## src/rtl/apb_bridge_pkg.sv

```systemverilog
// Shared types and constants for the AHB-to-APB bridge: FSM states,
// peripheral address map and AHB transfer encodings.
package apb_bridge_pkg;

  typedef enum logic [2:0] {
    IDLE, WWAIT, READ, WRITE, WRITEP, RENABLE, WENABLE, WENABLEP
  } state_t;

  // Peripherals occupy consecutive 64 MiB windows starting at MAP_BASE.
  localparam logic [31:0] MAP_BASE  = 32'h8000_0000;
  localparam logic [31:0] MAP_SPAN  = 32'h0400_0000;
  localparam logic [31:0] MAP_LIMIT = 32'h8BFF_FFFF;

  typedef enum logic [1:0] {
    HTRANS_IDLE   = 2'b00,
    HTRANS_BUSY   = 2'b01,
    HTRANS_NONSEQ = 2'b10,
    HTRANS_SEQ    = 2'b11
  } htrans_t;

endpackage

```

## src/rtl/apb_addr_decode.sv

```systemverilog
// Address to one-hot peripheral select; also used by the AHB slave interface.
module apb_addr_decode
  import apb_bridge_pkg::*;
#(
  parameter int ADDR_W = 32,
  parameter int NSLV   = 3
) (
  input  logic [ADDR_W-1:0] addr,
  output logic [NSLV-1:0]   sel
);

  for (genvar i = 0; i < NSLV; i++) begin : g_slv
    localparam logic [ADDR_W-1:0] LO = ADDR_W'(MAP_BASE + MAP_SPAN * 32'(i));
    localparam logic [ADDR_W-1:0] HI = LO + ADDR_W'(MAP_SPAN - 32'd1);
    assign sel[i] = (addr >= LO) && (addr <= HI);
  end

endmodule

```

## src/rtl/apb_bridge_controller.sv

```systemverilog
// APB sequencing FSM of the AHB-to-APB bridge. All APB outputs and hreadyout
// are registered and loaded on the edge that enters the state they belong to.
module apb_bridge_controller
  import apb_bridge_pkg::*;
#(
  parameter int ADDR_W = 32,
  parameter int DATA_W = 32,
  parameter int NSLV   = 3
) (
  input  logic              hclk,
  input  logic              hresetn,
  input  logic              valid,
  input  logic              hwrite,
  input  logic              hwrite_reg,
  input  logic [ADDR_W-1:0] haddr,
  input  logic [ADDR_W-1:0] haddr_1,
  input  logic [ADDR_W-1:0] haddr_2,
  input  logic [DATA_W-1:0] hwdata,
  input  logic [DATA_W-1:0] hwdata_1,
  input  logic [DATA_W-1:0] prdata,
  output logic [NSLV-1:0]   pselx,
  output logic [ADDR_W-1:0] paddr,
  output logic [DATA_W-1:0] pwdata,
  output logic              pwrite,
  output logic              penable,
  output logic              hreadyout,
  output logic [DATA_W-1:0] hrdata
);

  state_t            state, state_d;
  logic [ADDR_W-1:0] setup_addr;
  logic [DATA_W-1:0] setup_data;
  logic [NSLV-1:0]   setup_sel;

  assign hrdata = prdata;

  apb_addr_decode #(.ADDR_W(ADDR_W), .NSLV(NSLV)) u_dec (
    .addr(setup_addr),
    .sel (setup_sel)
  );

  always_comb begin
    state_d    = IDLE;
    setup_addr = haddr_1;
    setup_data = hwdata;
    case (state)
      IDLE, RENABLE, WENABLE: if (valid) state_d = hwrite ? WWAIT : READ;
      WWAIT:    state_d = valid ? WRITEP : WRITE;
      READ:     state_d = RENABLE;
      WRITE:    state_d = valid ? WENABLEP : WENABLE;
      WRITEP:   state_d = WENABLEP;
      WENABLEP: state_d = !hwrite_reg ? READ : (valid ? WRITEP : WRITE);
      default:  state_d = IDLE;
    endcase
    // Leaving a pipelined enable, the next transfer sits one stage deeper.
    if (state == WENABLEP) begin
      setup_addr = haddr_2;
      setup_data = hwdata_1;
    end else if (state_d == READ) begin
      setup_addr = haddr;
    end
  end

  always_ff @(posedge hclk or negedge hresetn) begin
    if (!hresetn) begin
      state     <= IDLE;
      pselx     <= '0;
      paddr     <= '0;
      pwdata    <= '0;
      pwrite    <= 1'b0;
      penable   <= 1'b0;
      hreadyout <= 1'b1;
    end else begin
      state <= state_d;
      case (state_d)
        READ, WRITE, WRITEP: begin
          pselx     <= setup_sel;
          paddr     <= setup_addr;
          pwrite    <= (state_d != READ);
          if (state_d != READ) pwdata <= setup_data;
          penable   <= 1'b0;
          hreadyout <= 1'b0;
        end
        RENABLE, WENABLE, WENABLEP: begin
          penable   <= 1'b1;
          hreadyout <= 1'b1;
        end
        default: begin
          pselx     <= '0;
          penable   <= 1'b0;
          hreadyout <= 1'b1;
        end
      endcase
    end
  end

endmodule

```

## config.mk

```make
export PLATFORM = sky130hd
export DESIGN_NAME = apb_bridge_controller
export DESIGN_NICKNAME = d
export VERILOG_FILES = /design/src/rtl/apb_bridge_pkg.sv /design/src/rtl/apb_addr_decode.sv /design/src/rtl/apb_bridge_controller.sv
export SDC_FILE = /design/constraint.sdc
export NUM_CORES = 1
export LEC_CHECK = 0
export ABC_AREA = 1
export BUFFER_PORTS_ARGS = -buffer_cell sky130_fd_sc_hd__buf_2
export CORE_AREA = 2 2 116 118
export DETAILED_ROUTE_END_ITERATION = 10
export DIE_AREA = 0 0 118 120
export HOLD_SLACK_MARGIN = 0.08
export PLACE_DENSITY_LB_ADDON = 0.08
export SLEW_MARGIN = 0
export SYNTH_ARGS = -nofsm -noshare
export SYNTH_HDL_FRONTEND = slang
export SYNTH_SLANG_ARGS = --single-unit
```

## constraint.sdc

```tcl
create_clock -name hclk -period 3.07 [get_ports hclk]
set_input_delay 0.614 -clock hclk [delete_from_list [all_inputs] [get_ports hclk]]
set_output_delay 0.614 -clock hclk [all_outputs]
set_load 0.05 [all_outputs]
```

==> impl_metrics.xml, run 1 <==
<?xml version="1.0" encoding="UTF-8"?>
<metrics>
  <group name="clock_network">
    <metric name="cts_htree_levels" unit="">3</metric>
    <metric name="worst_skew_pair.late_latency" unit="ps">340</metric>
    <metric name="root_buf_cell" unit="">sky130_fd_sc_hd__clkbuf_16</metric>
    <metric name="cts_tree" unit="">done</metric>
    <metric name="post_cts_setup_buffer_count" unit="">0</metric>
    <metric name="numCtsBuffers" unit="">9</metric>
    <metric name="cts.hold.buffers_added" unit="">0</metric>
    <metric name="ctsResizeCount" unit="">0</metric>
    <metric name="cts.clk_slew.worst_paths" unit="ps">60</metric>
    <metric name="numClockSinks" unit="">73</metric>
    <metric name="ctsLongestPathBuffers" unit="">2</metric>
  </group>
  <group name="sta">
    <metric name="slew_limit_fails" unit="">0</metric>
    <metric name="setup_repair_after_global_routing_missed_its_margin" unit="">no</metric>
    <metric name="hold_violations_final" unit="">0</metric>
    <metric name="fmax" unit="GHz">0.429</metric>
    <metric name="finalCritPeriodShare" unit="">0.759</metric>
    <metric name="final_period_minus_worst_setup_slack" unit="ps">2330</metric>
    <metric name="final-setup-viol-count" unit="">0</metric>
    <metric name="clock-skew-final" unit="ps">6.13</metric>
    <metric name="timing.slew.headroom" unit="">0.381</metric>
    <metric name="timing.setup.tns" unit="ps">0</metric>
    <metric name="tightest_slew" unit="ps">929</metric>
  </group>
  <group name="synth">
    <metric name="post-synth-top-area-fraction" unit="">0.438</metric>
    <metric name="synth.lib_cells_used.distinct" unit="">28</metric>
    <metric name="syn_inst" unit="">520</metric>
    <metric name="synth_async_sr_flop_share" unit="">1.00</metric>
    <metric name="synthesis.nets" unit="">717</metric>
    <metric name="postSynth.topFlopCell" unit="">sky130_fd_sc_hd__dfrtp_1</metric>
    <metric name="yosysTopAreaCell" unit="">sky130_fd_sc_hd__dfrtp_1</metric>
    <metric name="ys_ff_latch" unit="">73</metric>
    <metric name="ys_top_cells_by_area" unit="">sky130_fd_sc_hd__dfrtp_1 44%, sky130_fd_sc_hd__nand2_1 13%, sky130_fd_sc_hd__o21a_1 9.5%</metric>
    <metric name="syn-cell-area" unit="µm²">4120</metric>
    <metric name="synth_enable_flop_cells" unit="">0</metric>
    <metric name="yosys_warnings" unit="">0</metric>
    <metric name="synth_top_cells_by_count" unit="">140 x sky130_fd_sc_hd__nand2_1, 72 x sky130_fd_sc_hd__dfrtp_1, 52 x sky130_fd_sc_hd__o21a_1</metric>
    <metric name="most_common_cell_in_the_synthesized_netlist" unit="">sky130_fd_sc_hd__nand2_1</metric>
    <metric name="yosysSeqAreaShare" unit="">0.444</metric>
    <metric name="syn-mean-instance-area" unit="µm²">7.92</metric>
  </group>
  <group name="worst_setup_path">
    <metric name="crit_path_top_delay_cell" unit="">sky130_fd_sc_hd__dfrtp_1</metric>
    <metric name="ff2ff_setup_slack" unit="ps">740</metric>
    <metric name="cp-start-kind" unit="">flip-flop</metric>
    <metric name="timing.critical_path.cells" unit="">nor2_1 &gt; nand2_1 &gt; nand2_4 &gt; nor2_4 &gt; nor2_1 &gt; nand2_1 &gt; nand2_2 &gt; nand3_4 &gt; inv_2 &gt; o21a_1 &gt; o21ai_1 &gt; nand3_1 &gt; o21a_1</metric>
    <metric name="end_kind" unit="">flip-flop</metric>
    <metric name="worst-setup-path-type" unit="">reg -&gt; reg</metric>
    <metric name="cp_data_required_time" unit="ps">3340</metric>
    <metric name="critical_path_peak_fanout" unit="">26</metric>
    <metric name="crit_arrival" unit="ps">2600</metric>
    <metric name="combined_buffer_and_inverter_count_along_the_critical_path" unit="">1</metric>
    <metric name="crit_family" unit="">simple AND/OR/NAND/NOR gates</metric>
    <metric name="critical_path.max_stage_delay" unit="ps">450</metric>
  </group>
  <group name="final_layout">
    <metric name="flow.area_growth_from_synthesis" unit="%">33.4</metric>
    <metric name="nFillCells" unit="">1389</metric>
    <metric name="postLayoutCellArea" unit="µm²">5490</metric>
    <metric name="instances_no_fill" unit="">890</metric>
    <metric name="finish.net_count" unit="">906</metric>
    <metric name="insertedDiodeCount" unit="">0</metric>
    <metric name="layout_cell_share_with_drive_strength_beyond_1" unit="">0.391</metric>
  </group>
  <group name="routing">
    <metric name="avgViaCountPerCell" unit="">4.67</metric>
    <metric name="ant_nets" unit="">0</metric>
    <metric name="routed_wirelength" unit="mm">13.0</metric>
    <metric name="drt_pre_antenna_iters" unit="">5</metric>
    <metric name="detail_route.drc_violations" unit="">0</metric>
    <metric name="avgRoutedWirePerCell" unit="µm">14.6</metric>
    <metric name="route.vias.total" unit="">4152</metric>
    <metric name="dr.first_iter.drc_count" unit="">239</metric>
  </group>
  <group name="grt">
    <metric name="first_pass_grt_wire_length" unit="mm">21.2</metric>
    <metric name="vias_in_the_first_global_route" unit="">4186</metric>
    <metric name="grt-busiest-layer" unit="">met2</metric>
    <metric name="grt.overflow.total" unit="">0</metric>
    <metric name="global_route.usage.met3" unit="">0.0547</metric>
    <metric name="grtUsageMet1" unit="">0.223</metric>
    <metric name="gr-usage-met2" unit="">0.326</metric>
    <metric name="initial_antenna_violation_count" unit="">0</metric>
    <metric name="grtUsageTotal" unit="">0.190</metric>
    <metric name="largest_net_degree_at_the_start_of_global_routing" unit="">74</metric>
  </group>
  <group name="floorplan">
    <metric name="coreArea" unit="µm²">13000</metric>
    <metric name="die_y" unit="µm">120</metric>
    <metric name="design.portCount" unit="">299</metric>
    <metric name="num_rows" unit="">42</metric>
    <metric name="area_of_the_die" unit="µm²">14200</metric>
    <metric name="initial_standard_cell_utilization_of_the_core" unit="">0.317</metric>
    <metric name="chipWidth" unit="µm">118</metric>
  </group>
  <group name="outcome">
    <metric name="status" unit="">finished, final reports clean</metric>
  </group>
  <group name="run">
    <metric name="drv_cap" unit="">0</metric>
  </group>
  <group name="placed_design">
    <metric name="placedInstanceArea" unit="µm²">5210</metric>
    <metric name="routability_congestion" unit="">0.837</metric>
    <metric name="port_buffers" unit="">234</metric>
    <metric name="hpwl" unit="mm">9.63</metric>
    <metric name="placedCellCount" unit="">874</metric>
  </group>
  <group name="hold_path">
    <metric name="timing.hold.worst.class" unit="">in -&gt; async</metric>
  </group>
  <group name="power_and_ir_drop">
    <metric name="pwr_density_cell" unit="nW/µm²">1400</metric>
    <metric name="p_leak" unit="nW">2.73</metric>
    <metric name="irDropWorstVdd" unit="V">0.000619</metric>
  </group>
</metrics>
==> power breakdown <==
| group | total, mW | internal [mW] | switching, mW |
|---|---|---|---|
| sequential | 1.74 | 1.47 | 0.263 |
| clock | 0.996 | 0.586 | 0.410 |
| combinational | 4.96 | 1.42 | 3.53 |
| total | 7.69 | 3.48 | 4.21 |
==> worst paths after layout <==
path / start / to / cells after the start
setup / recovery: state[0]$_DFF_PN0_ / paddr[23]$_DFFE_PN0N_ / 13
hold / removal: hresetn / pwdata[15]$_DFFE_PN0P_ / 1
setup reg to reg: state[0]$_DFF_PN0_ / paddr[23]$_DFFE_PN0N_ / 13
hold reg to reg: pselx[0]$_DFFE_PN0N_ / pselx[0]$_DFFE_PN0N_ / 2
max in group asynchronous: hresetn / penable$_DFF_PN0_ / 1
min in group hclk: pselx[0]$_DFFE_PN0N_ / pselx[0]$_DFFE_PN0N_ / 2
==> metrics by stage <==
stage / util / total power, mW / hold WS [ps] / setup WS (ps)
after floorplan: - / 5.69 / 318 / 1120
after global placement: 0.401 / 6.71 / 464 / 749
after detailed placement: 0.401 / 6.77 / 461 / 727
after CTS: 0.423 / 7.80 / 454 / 757
after global routing: 0.423 / 8.29 / 497 / 483
final: 0.423 / 7.69 / 421 / 739
==> layer usage <==
metal / vias to the layer above / wire, µm
met1: 1886 / 5430
li1: 2077 / -
met4: 0 / 240
met2: 167 / 6330
met3: 22 / 999
met5: - / 0
==> worst register-to-register path: stages (launching register included) <==
cell and delay, ps:
sky130_fd_sc_hd__dfrtp_1 450, sky130_fd_sc_hd__nor2_1 150, sky130_fd_sc_hd__nand2_1 130, sky130_fd_sc_hd__nand2_4 170
sky130_fd_sc_hd__nor2_4 70, sky130_fd_sc_hd__nor2_1 80, sky130_fd_sc_hd__nand2_1 60, sky130_fd_sc_hd__nand2_2 150
sky130_fd_sc_hd__nand3_4 140, sky130_fd_sc_hd__inv_2 410, sky130_fd_sc_hd__o21a_1 170, sky130_fd_sc_hd__o21ai_1 60
sky130_fd_sc_hd__nand3_1 100, sky130_fd_sc_hd__o21a_1 130
==> registers in the layout (all words and copies together) (netlist names) <==
register / count
penable: 1
hreadyout: 1
pselx: 3
state: 3
paddr: 32
pwrite: 1
pwdata: 32
==> cells by family (layout without fill, tap and decap cells) <==
group / count (synthesis) / count (layout) / synth area share
AO/OA/AOI/OAI: 117 / 117 / 0.184
buffers and inverters: 85 / 279 / 0.112
flip-flops: 73 / 73 / 0.444
AND/OR/NAND/NOR: 245 / 245 / 0.260
==> final cells by class <==
class                   instances  area, µm²  share of cell area
clock inverters                 5       30.0             0.00547
multi-input cells             362       1840               0.335
inverters                      22       82.6              0.0150
well taps                     176        220              0.0401
repair buffers                241       1240               0.226
clock buffers                  11        253              0.0460
flip-flops and latches         73       1830               0.333
==> placed cells by master, fill, tap and decap left out <==
master / Yosys / routed
sky130_fd_sc_hd__buf_4: 34 / 7
sky130_fd_sc_hd__o21ai_1: 20 / 20
sky130_fd_sc_hd__nand2_4: 1 / 1
sky130_fd_sc_hd__buf_2: 4 / 233
sky130_fd_sc_hd__nand3_1: 42 / 42
sky130_fd_sc_hd__inv_2: 3 / 4
sky130_fd_sc_hd__clkinvlp_4: 0 / 2
sky130_fd_sc_hd__nand3_4: 1 / 1
sky130_fd_sc_hd__nor2_4: 2 / 3
sky130_fd_sc_hd__a31oi_1: 32 / 32
sky130_fd_sc_hd__nor2_2: 3 / 3
sky130_fd_sc_hd__or2_2: 3 / 3
sky130_fd_sc_hd__o21ai_0: 10 / 10
sky130_fd_sc_hd__nand3_2: 2 / 2
sky130_fd_sc_hd__o21a_1: 52 / 52
sky130_fd_sc_hd__nor2_8: 1 / 1
sky130_fd_sc_hd__nand2_2: 2 / 3
sky130_fd_sc_hd__dfrtp_1: 72 / 72
sky130_fd_sc_hd__a21oi_1: 2 / 2
sky130_fd_sc_hd__buf_12: 0 / 1
sky130_fd_sc_hd__clkbuf_8: 0 / 2
sky130_fd_sc_hd__dfstp_2: 1 / 1
sky130_fd_sc_hd__inv_1: 18 / 18
sky130_fd_sc_hd__clkbuf_16: 0 / 9
sky130_fd_sc_hd__clkinv_2: 0 / 3
sky130_fd_sc_hd__nand2_1: 140 / 139
sky130_fd_sc_hd__nor2_1: 42 / 41
sky130_fd_sc_hd__o22ai_1: 1 / 1
sky130_fd_sc_hd__nand4_1: 6 / 6
Power figures use the tool's default switching activity.
==> run 2, diff against run 1 <==
Settings changed: CORE_AREA 2 2 116 118 to 2 2 115 117, DIE_AREA 0 0 118 120 to 0 0 117 119.
Clock period 3.07 ns to 2.1 ns, I/O delays scaled along.
==> run 2 against run 1 <==
  * The run now ends with negative setup slack left
  * Sequential power is 48% higher
  * Routed wire length is 3.0% higher
  * Setup slack worse by 770 ps
  * Clock power is 55% higher
  * Sequential share of layout area is 2.3 points lower
  * Final cell count is 3.0% higher
  * Hold slack worse by 85 ps
  * Clock skew is 2.8 ps higher
  * Utilization is 3.7 points higher
  * Register-to-register slack worse by 770 ps
  * Count of clock-buffer cells in the layout is 2 higher
  * Total power is 62% higher
  * Critical path type unchanged
  * Critical endpoint is now pselx[2]$_DFFE_PN0N_
==> impl_metrics.xml, run 2 (synthesis gave the netlist of run 1 again) <==
<?xml version="1.0" encoding="UTF-8"?>
<metrics>
  <group name="clock_network">
    <metric name="numCtsBuffers" unit="">9</metric>
    <metric name="cts_htree_levels" unit="">3</metric>
    <metric name="ctsLongestPathBuffers" unit="">2</metric>
    <metric name="worst_skew_pair.late_latency" unit="ps">340</metric>
    <metric name="cts_tree" unit="">done</metric>
    <metric name="root_buf_cell" unit="">sky130_fd_sc_hd__clkbuf_16</metric>
    <metric name="cts.clk_slew.worst_paths" unit="ps">60</metric>
    <metric name="numClockSinks" unit="">73</metric>
  </group>
  <group name="floorplan">
    <metric name="design.portCount" unit="">299</metric>
    <metric name="die_y" unit="µm">119</metric>
    <metric name="initial_standard_cell_utilization_of_the_core" unit="">0.320</metric>
    <metric name="chipWidth" unit="µm">117</metric>
    <metric name="area_of_the_die" unit="µm²">13900</metric>
    <metric name="coreArea" unit="µm²">12900</metric>
    <metric name="num_rows" unit="">42</metric>
  </group>
  <group name="worst_setup_path">
    <metric name="timing.critical_path.from" unit="">state[0]$_DFF_PN0_</metric>
    <metric name="worst-setup-path-type" unit="">reg -&gt; reg</metric>
    <metric name="crit_family" unit="">simple AND/OR/NAND/NOR gates</metric>
    <metric name="timing.critical_path.cells" unit="">nand3_4 &gt; buf_6 &gt; nor2_2 &gt; a21oi_1 &gt; nand2_1 &gt; nand2_4 &gt; nand3_4 &gt; nand2_2 &gt; nand3_2 &gt; nand2_2 &gt; nor2_4 &gt; nand2_4 &gt; nand2_2 &gt; nand2_1 &gt; nand3_1 &gt; nand2_1</metric>
    <metric name="cp_data_required_time" unit="ps">2330</metric>
    <metric name="crit_path_top_delay_cell" unit="">sky130_fd_sc_hd__dfrtp_2</metric>
    <metric name="ff2ff_setup_slack" unit="ps">-30</metric>
    <metric name="worst_r2r_path_depth" unit="">16</metric>
    <metric name="regToRegEndpoint" unit="">pselx[2]$_DFFE_PN0N_</metric>
    <metric name="worstSetupEndpoint" unit="">pselx[2]$_DFFE_PN0N_</metric>
    <metric name="crit_arrival" unit="ps">2360</metric>
    <metric name="critical_path.max_stage_delay" unit="ps">490</metric>
    <metric name="combined_buffer_and_inverter_count_along_the_critical_path" unit="">1</metric>
    <metric name="cp_num_cells" unit="">16</metric>
    <metric name="end_kind" unit="">flip-flop</metric>
    <metric name="cp-start-kind" unit="">flip-flop</metric>
    <metric name="regToRegStartpoint" unit="">state[0]$_DFF_PN0_</metric>
    <metric name="critical_path_peak_fanout" unit="">8</metric>
  </group>
  <group name="final_layout">
    <metric name="layout_cell_share_with_drive_strength_beyond_1" unit="">0.449</metric>
    <metric name="layout_common_cells" unit="">233 x sky130_fd_sc_hd__buf_2, 126 x sky130_fd_sc_hd__nand2_1, 69 x sky130_fd_sc_hd__dfrtp_1, 52 x sky130_fd_sc_hd__o21a_1, 38 x sky130_fd_sc_hd__nand3_1</metric>
    <metric name="end_of_flow_core_utilization" unit="">0.460</metric>
    <metric name="finish.net_count" unit="">933</metric>
    <metric name="postLayoutCellArea" unit="µm²">5920</metric>
    <metric name="insertedDiodeCount" unit="">0</metric>
    <metric name="mostFrequentLayoutCell" unit="">sky130_fd_sc_hd__buf_2</metric>
    <metric name="flow.area_growth_from_synthesis" unit="%">43.8</metric>
    <metric name="reg.largest.list" unit="">paddr x32, pwdata x32</metric>
  </group>
  <group name="placed_design">
    <metric name="routability_congestion" unit="">0.815</metric>
    <metric name="port_buffers" unit="">234</metric>
    <metric name="placedInstanceArea" unit="µm²">5390</metric>
    <metric name="hpwl" unit="mm">9.89</metric>
    <metric name="preCtsSetupSlack" unit="ps">-130</metric>
  </group>
  <group name="grt">
    <metric name="grt.overflow.total" unit="">0</metric>
    <metric name="largest_net_degree_at_the_start_of_global_routing" unit="">65</metric>
    <metric name="vias_in_the_first_global_route" unit="">4184</metric>
    <metric name="grtUsageMet1" unit="">0.233</metric>
    <metric name="grt-busiest-layer" unit="">met2</metric>
    <metric name="initial_antenna_violation_count" unit="">1</metric>
    <metric name="grtUsageTotal" unit="">0.192</metric>
    <metric name="gr-usage-met2" unit="">0.310</metric>
    <metric name="first_pass_grt_wire_length" unit="mm">20.6</metric>
    <metric name="global_route.usage.met3" unit="">0.0570</metric>
  </group>
  <group name="sta">
    <metric name="finalCritPeriodShare" unit="">1.01</metric>
    <metric name="timing.final.ws_setup" unit="ps">-26.7</metric>
    <metric name="hold_violations_final" unit="">0</metric>
    <metric name="final_period_minus_worst_setup_slack" unit="ps">2130</metric>
    <metric name="clock-skew-final" unit="ps">8.95</metric>
    <metric name="timing.slew.headroom" unit="">0.688</metric>
    <metric name="tightest_slew" unit="ps">468</metric>
    <metric name="slew_limit_fails" unit="">0</metric>
    <metric name="fmax" unit="GHz">0.470</metric>
    <metric name="final-setup-viol-count" unit="">2</metric>
    <metric name="setup_repair_after_global_routing_missed_its_margin" unit="">yes</metric>
  </group>
  <group name="routing">
    <metric name="avgViaCountPerCell" unit="">4.69</metric>
    <metric name="ant_nets" unit="">0</metric>
    <metric name="drt_pre_antenna_iters" unit="">4</metric>
    <metric name="detail_route.drc_violations" unit="">0</metric>
    <metric name="route.vias.total" unit="">4297</metric>
    <metric name="avgRoutedWirePerCell" unit="µm">14.6</metric>
    <metric name="routed_wirelength" unit="mm">13.4</metric>
    <metric name="dr.first_iter.drc_count" unit="">169</metric>
  </group>
  <group name="power_and_ir_drop">
    <metric name="irDropWorstVdd" unit="V">0.000645</metric>
    <metric name="p_leak" unit="nW">2.92</metric>
    <metric name="power_total" unit="mW">12.5</metric>
    <metric name="pwr_density_cell" unit="nW/µm²">2100</metric>
  </group>
  <group name="hold_path">
    <metric name="timing.hold.worst.class" unit="">in -&gt; reg</metric>
    <metric name="worstHoldPathCells" unit="">3</metric>
  </group>
  <group name="outcome">
    <metric name="failed_checks" unit="">negative setup slack</metric>
    <metric name="status" unit="">complete, but fails checks</metric>
  </group>
  <group name="run">
    <metric name="drv_cap" unit="">0</metric>
  </group>
</metrics>
-- run 2: tightest hold or removal path: stages --
cell and delay [ps]:
sky130_fd_sc_hd__buf_2 90, sky130_fd_sc_hd__nand2_1 50, sky130_fd_sc_hd__a31oi_1 70
-- run 2: stage by stage --
| step | hold WS, ps | std cells | TNS (ps) |
|---|---|---|---|
| detailed placement | 372 | 892 | -2470 |
| finish | 336 | 917 | -35.4 |
| global placement | 371 | 892 | -1630 |
| CTS | 321 | 910 | 0 |
| floorplan | 124 | 520 | 0 |
| global route | 334 | 917 | -752 |
-- run 2: worst min-delay path by stage --
stage,end,start
CTS,pwdata[25]$_DFFE_PN0P_,hwdata_1[25]
detailed placement,pselx[1]$_DFFE_PN0N_,hresetn
global route,pwdata[25]$_DFFE_PN0P_,hwdata_1[25]
global placement,pselx[0]$_DFFE_PN0N_,hresetn
finish,pwdata[25]$_DFFE_PN0P_,hwdata_1[25]
floorplan,paddr[0]$_DFFE_PN0N_,hresetn
-- run 2: area by class of cell --
cell class	instances	area, µm²
fillers	1287	6950
multi-input cells	362	1970
flip-flops and latches	73	1830
repair buffers	268	1520
clock buffers	13	250
well taps	176	220
inverters	22	91.3
clock inverters	3	40.0
-- run 2: report_power, final --
group | internal (mW) | leakage (nW) | switching, mW | total, mW
sequential | 2.16 | 0.823 | 0.404 | 2.57
clock | 0.950 | 0.144 | 0.594 | 1.54
combinational | 2.80 | 1.95 | 5.55 | 8.35
-- run 2: per-layer routing --
layer,vias to the layer above,wire [µm]
met1,1957,5590
met4,2,364
met2,167,6400
li1,2135,-
met3,36,1020
met5,-,16
-- run 2: repair_timing --
action / CTS / global route
setup buffers: 1 / 7
resized for setup: 11 / 35
setup endpoints to repair: 29 / 35
hold buffers: 1 / 0
pin swaps: 4 / 13
hold endpoints to repair: 25 / 0
==> run 3, diff against run 2 <==
Settings changed: REMOVE_ABC_BUFFERS from default to 1.
==> run 3 against run 2 <==
  * The run now ends clean
  * Setup slack better by 120 ps
  * Clock skew decreased by 2.5 ps
  * Sequential share of layout area increased by 1.1 points
  * Via count is 0.51% higher
  * First-iteration DRC count grew 30%
  * Global-route usage rose by 1.7 points
  * Critical path depth is 1 higher
  * Final cell count down 1.1%
==> impl_metrics.xml, run 3 (synthesis gave the netlist of run 1 again) <==
<?xml version="1.0" encoding="UTF-8"?>
<metrics>
  <group name="final_layout">
    <metric name="finish.net_count" unit="">924</metric>
    <metric name="layout_common_cells" unit="">233 x sky130_fd_sc_hd__buf_2, 132 x sky130_fd_sc_hd__nand2_1, 69 x sky130_fd_sc_hd__dfrtp_1, 52 x sky130_fd_sc_hd__o21a_1, 42 x sky130_fd_sc_hd__nand3_1</metric>
    <metric name="reg.largest.list" unit="">paddr x32, pwdata x32</metric>
    <metric name="postLayoutCellArea" unit="µm²">5710</metric>
    <metric name="instances_no_fill" unit="">907</metric>
    <metric name="insertedDiodeCount" unit="">0</metric>
    <metric name="end_of_flow_core_utilization" unit="">0.444</metric>
    <metric name="flow.area_growth_from_synthesis" unit="%">38.7</metric>
    <metric name="layout_cell_share_with_drive_strength_beyond_1" unit="">0.421</metric>
    <metric name="mostFrequentLayoutCell" unit="">sky130_fd_sc_hd__buf_2</metric>
  </group>
  <group name="sta">
    <metric name="tightest_slew" unit="ps">524</metric>
    <metric name="finalCritPeriodShare" unit="">0.955</metric>
    <metric name="timing.setup.tns" unit="ps">0</metric>
    <metric name="final_period_minus_worst_setup_slack" unit="ps">2010</metric>
    <metric name="clock-skew-final" unit="ps">6.45</metric>
    <metric name="timing.final.ws_setup" unit="ps">93.9</metric>
    <metric name="final-setup-viol-count" unit="">0</metric>
    <metric name="setup_repair_after_global_routing_missed_its_margin" unit="">yes</metric>
    <metric name="final.hold.worst_slack" unit="ps">335</metric>
    <metric name="fmax" unit="GHz">0.498</metric>
    <metric name="hold_violations_final" unit="">0</metric>
    <metric name="timing.slew.headroom" unit="">0.650</metric>
    <metric name="slew_limit_fails" unit="">0</metric>
  </group>
  <group name="grt">
    <metric name="global_route.usage.met3" unit="">0.0901</metric>
    <metric name="grt.overflow.total" unit="">0</metric>
    <metric name="grtUsageTotal" unit="">0.209</metric>
    <metric name="gr-usage-met2" unit="">0.306</metric>
    <metric name="grt-busiest-layer" unit="">met2</metric>
    <metric name="initial_antenna_violation_count" unit="">0</metric>
    <metric name="first_pass_grt_wire_length" unit="mm">21.9</metric>
    <metric name="grtUsageMet1" unit="">0.274</metric>
    <metric name="largest_net_degree_at_the_start_of_global_routing" unit="">49</metric>
    <metric name="vias_in_the_first_global_route" unit="">4153</metric>
  </group>
  <group name="worst_setup_path">
    <metric name="cp-start-kind" unit="">flip-flop</metric>
    <metric name="timing.critical_path.cells" unit="">nor2_4 &gt; nand2_2 &gt; nand2_4 &gt; nor2_4 &gt; nor2_1 &gt; nand2_1 &gt; nand2_4 &gt; nand3_4 &gt; nand2_1 &gt; nand3_1 &gt; nand2_2 &gt; nor2_4 &gt; buf_4 &gt; nand3_1 &gt; nand2_1 &gt; nand3_1 &gt; nand2_1</metric>
    <metric name="end_kind" unit="">flip-flop</metric>
    <metric name="crit_path_top_delay_cell" unit="">sky130_fd_sc_hd__dfrtp_2</metric>
    <metric name="crit_arrival" unit="ps">2230</metric>
    <metric name="critical_path.max_stage_delay" unit="ps">450</metric>
    <metric name="critical_path_peak_fanout" unit="">7</metric>
    <metric name="worst-setup-path-type" unit="">reg -&gt; reg</metric>
    <metric name="cp_data_required_time" unit="ps">2330</metric>
    <metric name="path_common_cell" unit="">sky130_fd_sc_hd__nand2_1</metric>
  </group>
  <group name="power_and_ir_drop">
    <metric name="power.switching" unit="mW">6.37</metric>
    <metric name="p_clk_frac" unit="">0.118</metric>
    <metric name="power_total" unit="mW">11.8</metric>
    <metric name="p_int" unit="mW">5.46</metric>
    <metric name="portion_of_total_power_attributed_to_combinational_logic" unit="">0.664</metric>
    <metric name="irDropWorstVdd" unit="V">0.000842</metric>
    <metric name="p_leak" unit="nW">2.82</metric>
    <metric name="p_seq_frac" unit="">0.218</metric>
    <metric name="share_of_total_power_consumed_by_net_switching" unit="">0.539</metric>
    <metric name="pwr_density_cell" unit="nW/µm²">2070</metric>
  </group>
  <group name="placed_design">
    <metric name="hpwl" unit="mm">11.0</metric>
    <metric name="placedCellCount" unit="">886</metric>
    <metric name="routability_congestion" unit="">0.864</metric>
    <metric name="preCtsSetupSlack" unit="ps">-128</metric>
    <metric name="placedInstanceArea" unit="µm²">5340</metric>
    <metric name="port_buffers" unit="">234</metric>
  </group>
  <group name="clock_network">
    <metric name="cts_tree" unit="">done</metric>
    <metric name="cts.clk_slew.worst_paths" unit="ps">60</metric>
    <metric name="numClockSinks" unit="">73</metric>
    <metric name="ctsLongestPathBuffers" unit="">2</metric>
    <metric name="numCtsBuffers" unit="">9</metric>
    <metric name="cts_htree_levels" unit="">3</metric>
    <metric name="root_buf_cell" unit="">sky130_fd_sc_hd__clkbuf_16</metric>
    <metric name="worst_skew_pair.late_latency" unit="ps">340</metric>
  </group>
  <group name="floorplan">
    <metric name="area_of_the_die" unit="µm²">13900</metric>
    <metric name="design.portCount" unit="">299</metric>
    <metric name="num_rows" unit="">42</metric>
    <metric name="initial_standard_cell_utilization_of_the_core" unit="">0.320</metric>
    <metric name="die_y" unit="µm">119</metric>
    <metric name="chipWidth" unit="µm">117</metric>
    <metric name="coreArea" unit="µm²">12900</metric>
  </group>
  <group name="hold_path">
    <metric name="timing.hold.worst.class" unit="">in -&gt; reg</metric>
  </group>
  <group name="routing">
    <metric name="ant_nets" unit="">0</metric>
    <metric name="avgRoutedWirePerCell" unit="µm">16.0</metric>
    <metric name="dr.first_iter.drc_count" unit="">220</metric>
    <metric name="detail_route.drc_violations" unit="">0</metric>
    <metric name="route.vias.total" unit="">4319</metric>
    <metric name="routed_wirelength" unit="mm">14.5</metric>
    <metric name="avgViaCountPerCell" unit="">4.76</metric>
    <metric name="drt_pre_antenna_iters" unit="">4</metric>
  </group>
  <group name="run">
    <metric name="drv_cap" unit="">0</metric>
  </group>
  <group name="outcome">
    <metric name="status" unit="">finished, final reports clean</metric>
  </group>
</metrics>
run 3: power groups by stage:
| stage | sequential (mW) | clock [mW] | combinational [mW] |
|---|---|---|---|
| 6_report | 2.58 | 1.40 | 7.85 |
| 2_1_floorplan | 4.79 | 0 | 2.97 |
| 3_5_place_dp | 2.56 | 0 | 7.67 |
| 4_1_cts | 2.57 | 1.45 | 7.76 |
| 5_1_grt | 2.67 | 1.52 | 8.58 |
| 3_3_place_gp | 2.55 | 0 | 7.56 |
run 3: final cells by class:
type | count | area, µm²
sequential | 73 | 1830
timing repair buffer | 258 | 1410
inverter | 22 | 85.1
clock buffer | 12 | 246
tap | 176 | 220
multi-input combinational | 363 | 1900
fill | 1353 | 7160
clock inverter | 3 | 17.5
run 3: repair_timing:
item / CTS / global route
gates resized for setup: 5 / 16
setup endpoints to repair: 29 / 29
cloned: 0 / 1
endpoints found under the hold margin: 13 / 0
setup buffers: 2 / 2
hold buffers: 1 / 0
pin swaps: 2 / 7
run 3: worst paths after layout:
kind / start / to / slack, ps / depth (start not counted)
max: state[1]$_DFF_PN0_ / pselx[1]$_DFFE_PN0N_ / 90 / 17
max in group asynchronous: hresetn / state[0]$_DFF_PN0_ / 850 / 3
max reg2reg: state[1]$_DFF_PN0_ / pselx[1]$_DFFE_PN0N_ / 90 / 17
min reg2reg: pselx[0]$_DFFE_PN0N_ / pselx[0]$_DFFE_PN0N_ / 480 / 2
min: hwdata[12] / pwdata[12]$_DFFE_PN0P_ / 340 / 3
min in group asynchronous: hresetn / pwdata[6]$_DFFE_PN0P_ / 620 / 2
run 3: routing by layer:
layer  vias to the layer above  wire length (µm)  part of all wire
li1                       2124                 -                 -
met1                      1988              6160              0.43
met2                       193              6480              0.45
met3                        12              1610              0.11
met4                         2               187             0.013
met5                         -                54            0.0037
run 3: worst max-delay path: cells and delay by family (launching register included):
kind | cells | cell delay [ps]
simple gates | 16 | 1310
buf+inv | 1 | 130
flops | 1 | 450
